File: config.mk
export PLATFORM = sky130hd
export DESIGN_NAME = caesar_decoder
export DESIGN_NICKNAME = d
export VERILOG_FILES = /design/src/rtl/caesar_decoder.sv
export SDC_FILE = /design/constraint.sdc
export NUM_CORES = 1
export LEC_CHECK = 0
export CAP_MARGIN = 20
export CORE_AREA = 8 8 64 106
export CTS_CLUSTER_SIZE = 25
export DETAILED_ROUTE_END_ITERATION = 8
export DIE_AREA = 0 0 72 114
export PLACE_DENSITY_LB_ADDON = 0.2
export REMOVE_ABC_BUFFERS = 1
export SYNTH_ARGS = -nofsm -noshare
export SYNTH_HDL_FRONTEND = slang
export SYNTH_SLANG_ARGS = --single-unit
File: constraint.sdc
create_clock -name clk -period 6.2 [get_ports clk]
set_input_delay 1.86 -clock clk [delete_from_list [all_inputs] [get_ports clk]]
set_output_delay 1.86 -clock clk [all_outputs]
set_load 0.005 [all_outputs]
File: src/rtl/caesar_decoder.sv
// Streaming Caesar-cipher decoder: rotates A-Z / a-z backward by a loadable key through a
// two-stage valid/ready pipeline with full backpressure and an output byte counter.
module caesar_decoder #(
  parameter int unsigned DEFAULT_SHIFT = 3,
  parameter int unsigned CNT_W         = 16
) (
  input  logic             clk,
  input  logic             rst,
  input  logic             key_load,
  input  logic [4:0]       key_in,
  input  logic             in_valid,
  output logic             in_ready,
  input  logic [7:0]       in_char,
  output logic             out_valid,
  input  logic             out_ready,
  output logic [7:0]       out_char,
  output logic [4:0]       key,
  output logic [CNT_W-1:0] char_count
);

  localparam logic [4:0] DefKey = 5'(DEFAULT_SHIFT % 26);

  logic [4:0]       key_q, key_d;
  logic             s1_valid_q;
  logic [7:0]       s1_char_q;
  logic [4:0]       s1_key_q;
  logic             s2_valid_q;
  logic [7:0]       s2_char_q;
  logic [CNT_W-1:0] cnt_q;

  logic       s1_adv, s2_adv, accept, out_xfer;
  logic [7:0] dec_char, base, off;
  logic       is_alpha;

  // Advance chain: a stall at the output ripples back to in_ready in the same cycle.
  always_comb begin
    s2_adv   = !s2_valid_q || out_ready;
    s1_adv   = !s1_valid_q || s2_adv;
    in_ready = s1_adv && !rst;
    accept   = in_valid && in_ready;
    out_xfer = s2_valid_q && out_ready;
  end

  always_comb begin
    key_d = key_q;
    if (key_load) begin
      key_d = (key_in >= 5'd26) ? (key_in - 5'd26) : key_in;
    end
  end

  // Backward rotation; offset + 26 - key stays within 1..51, so one conditional subtract suffices.
  always_comb begin
    base     = 8'h00;
    is_alpha = 1'b0;
    off      = 8'h00;
    dec_char = s1_char_q;
    if (s1_char_q >= 8'h41 && s1_char_q <= 8'h5A) begin
      base     = 8'h41;
      is_alpha = 1'b1;
    end else if (s1_char_q >= 8'h61 && s1_char_q <= 8'h7A) begin
      base     = 8'h61;
      is_alpha = 1'b1;
    end
    if (is_alpha) begin
      off = s1_char_q - base + 8'd26 - {3'b000, s1_key_q};
      if (off >= 8'd26) begin
        off = off - 8'd26;
      end
      dec_char = base + off;
    end
  end

  always_ff @(posedge clk) begin
    if (rst) begin
      key_q      <= DefKey;
      s1_valid_q <= 1'b0;
      s1_char_q  <= 8'h00;
      s1_key_q   <= DefKey;
      s2_valid_q <= 1'b0;
      s2_char_q  <= 8'h00;
      cnt_q      <= '0;
    end else begin
      key_q <= key_d;
      if (s1_adv) begin
        s1_valid_q <= accept;
        if (accept) begin
          s1_char_q <= in_char;
          s1_key_q  <= key_q;
        end
      end
      if (s2_adv) begin
        s2_valid_q <= s1_valid_q;
        if (s1_valid_q) begin
          s2_char_q <= dec_char;
        end
      end
      if (out_xfer) begin
        cnt_q <= cnt_q + {{(CNT_W-1){1'b0}}, 1'b1};
      end
    end
  end

  assign out_valid  = s2_valid_q;
  assign out_char   = s2_char_q;
  assign key        = key_q;
  assign char_count = cnt_q;

endmodule
==> flow_summary.ini <==
[timing]
fin_crit_sh_pct = 81.4
clock.fmax_mhz = 198
worst_pin_slew_ns = 0.747
slew_headroom_pct = 50.1
fin_worst_skew_ns = 0.00652
rsz0062_at_grt = no
finalSetupViolCount = 0
min_period_ns = 5.05
hold_viol = 0
drv_slew = 0

[floorplan]
die_w_um = 72
start_util_pct = 50.2
die_h_um = 114
dieArea_um2 = 8210
ios = 49
core_area_um2 = 5300
rows = 35

[power_and_ir_drop]
leakage_nw = 1.34
pwr-share-comb_pct = 35.5
peakVddDrop_mv = 0.133
clkPwrFrac_pct = 28.1
p_per_area_nw_per_um2 = 254
switchingPower_mw = 0.269
intPower_mw = 0.565
swShare_pct = 32.3
seqPwrFrac_pct = 36.4

[global_routing]
grt_pass1_vias = 2180
grt_pass1_wl_mm = 9.74
gr-total-overflow = 0
antenna_found_initial = 0
grt_max_degree = 46
grt_usage_pct = 14.7

[worst_hold_path]
hold_path_end = s1_key_q[0]
holdCritStartpoint = key[0]
holdPathStages = 2
hold_path.class = reg -> reg

[clocking]
cts_hold_buffers = 0
clkTransAtPathRegs_ns = 0.08
cts-root-buf = clkbuf_8
clk_path_buf_depth = 2
insertion_delay_ns = 0.30
post_cts_buffers = 0
cts_max_level = 2
cts_sinks = 44
cts_made_buffers = 5
cts_tree = done
post_cts_resized = 0

[cells_and_area]
mostFrequentLayoutCell = clkdlybuf4s50_1
num-nets-final = 400
layout_common_cells = clkdlybuf4s50_1, dfxtp_1, nand2_1
diodes = 0
final_layout_size_suffix_gt1_share_pct = 7.46
area_growth_pct = 23.7
design_area_um2 = 3290
final_util_pct = 62.1
fillers = 486

[setup_path]
path_buf_inv = 2
r2r.worst_path.cells = 16
start_kind = input pin
rr_startpoint = s1_char_q[2]
crit_fanout = 5
r2r-end = out_char[7]
cp-end-kind = primary output
slowest_delay_ns = 0.55
ff2ff_setup_slack_ns = 1.59
cp_cell_sequence = clkdlybuf4s50_1, nor2b_1, a21oi_1, clkdlybuf4s50_1
cp.required_ns = 4.34
cp_common_cell = clkdlybuf4s50_1
cp_top_family = buffers and inverters
cp_slowest_cell = clkdlybuf4s50_1
path_class = in -> out
cp.arrival_ns = 3.19

[route]
ant_nets = 0
drt_first_pass_iters = 5
drt-total-wl_mm = 5.75
dr.first_iter.drc_count = 90
avgRoutedWirePerCell_um = 13.2
via_per_inst = 5.16
via_count = 2248
drc = 0

[synthesis]
ys_types = 52
synth.ff_latch_count = 44
synth_edf_count = 0
syn_area_um2 = 2660
synth_area_per_cell_um2 = 8.33
synthArstFlopShare_pct = 0
synth_flop_cell = dfxtp_1
synthCells = 319
yosys_warnings = 0
synth_seq_area_share_pct = 33.1

[placed_design]
port_buffers = 48
dpl.hpwl_mm = 4.56
gp_congestion = 0.858
dpl_cell_area_um2 = 3170

[job]
cap_violations = 0

[outcome]
outcome = completed
[worst min-delay path: stages, from the launching register on]
cell and delay, ns:
dfxtp_1 0.33, nand2_1 0.06, nand2_1 0.04
[layer usage]
layer  vias up  part of all wire (%)  global-route usage [%]  routed length (um)
met2        38                    56                    28.4                3220
met4         0                   1.9                    7.41                 110
met3         6                   3.3                    2.28                 191
li1       1168                     -                       -                   -
met1      1036                    39                    14.3                2230
met5         -                     0                       0                   0
[registers in the layout (all words and copies together), names as in the netlist]
register and count:
key 5, s1_valid_q 1, s1_key_q 5, char_count 16
out_char 8, out_valid 1, s1_char_q 8
[cells by family (layout without fill, tap and decap cells)]
logic type	after synthesis	in the layout	synth area share [%]
adder cells (fa/ha/maj)	21	21	10.5
multiplexers	6	6	2.31
XOR/XNOR	28	28	9.23
flip-flops	44	44	33.1
AO/OA/AOI/OAI	53	53	14.0
AND/OR/NAND/NOR	131	131	24.7
buffers and inverters	36	79	6.17
[worst max-delay path by stage]
stage | start | to | slack [ns] | cells past startpoint
final | out_ready | in_ready | 1.15 | 4
after detailed placement | out_ready | in_ready | 1.14 | 4
after floorplan | s1_char_q[0] | out_char[5] | -0.41 | 16
after global routing | out_ready | in_ready | 1.06 | 4
after global placement | out_ready | in_ready | 1.16 | 4
after CTS | out_ready | in_ready | 1.14 | 4
[cells in the mapped netlist (all sizes together), types with 2 or more instances]
cell / instances / area share [%]
clkbuf: 13 / 1.8
nor2: 38 / 5.4
and4: 2 / 0.66
xor2: 17 / 5.6
nand2b: 6 / 1.4
a211oi: 6 / 1.7
o21bai: 2 / 0.56
or3: 3 / 0.75
nand3: 8 / 1.5
a211o: 2 / 0.66
or2: 5 / 1.3
o211ai: 4 / 1.1
a21boi: 2 / 0.57
mux2i: 5 / 1.9
nor2b: 3 / 0.71
nand2: 39 / 5.5
nor3: 4 / 0.94
dfxtp: 44 / 33
nor4: 2 / 1.0
nand4: 2 / 0.47
o31ai: 7 / 2.0
fa: 2 / 1.5
a21oi: 14 / 2.6
and2: 4 / 0.99
inv: 21 / 3.0
and3: 7 / 1.7
xnor2: 11 / 3.6
o21ai: 6 / 1.1
ha: 19 / 8.9
nand3b: 7 / 2.0
[metrics by stage]
| step | setup TNS, ns | hold WS, ns | setup slack (ns) | instances | power, mW |
|---|---|---|---|---|---|
| finish | 0 | 0.458 | 1.15 | 436 | 0.835 |
| global route | 0 | 0.484 | 1.06 | 436 | 0.891 |
| CTS | 0 | 0.464 | 1.14 | 436 | 0.841 |
| detailed placement | 0 | 0.448 | 1.14 | 428 | 0.606 |
| global placement | 0 | 0.444 | 1.16 | 428 | 0.601 |
| floorplan | -2.06 | 0.443 | -0.408 | 304 | 0.533 |
[power groups by stage]
| stage | Clock, mW | Sequential, mW | Combinational (mW) |
|---|---|---|---|
| floorplan | 0 | 0.309 | 0.224 |
| global placement | 0 | 0.311 | 0.290 |
| detailed placement | 0 | 0.311 | 0.295 |
| CTS | 0.239 | 0.304 | 0.298 |
| global route | 0.253 | 0.306 | 0.332 |
| finish | 0.235 | 0.304 | 0.296 |
[area by class of cell]
class	count	area [um2]	area share (%)
Clock buffer	6	82.6	2.51
Clock inverter	2	38.8	1.18
Inverter	21	78.8	2.40
Multi-Input combinational cell	239	1620	49.2
Sequential cell	44	881	26.8
Tap cell	74	92.6	2.82
Timing Repair Buffer	50	495	15.1
Power figures use the tool's default switching activity.
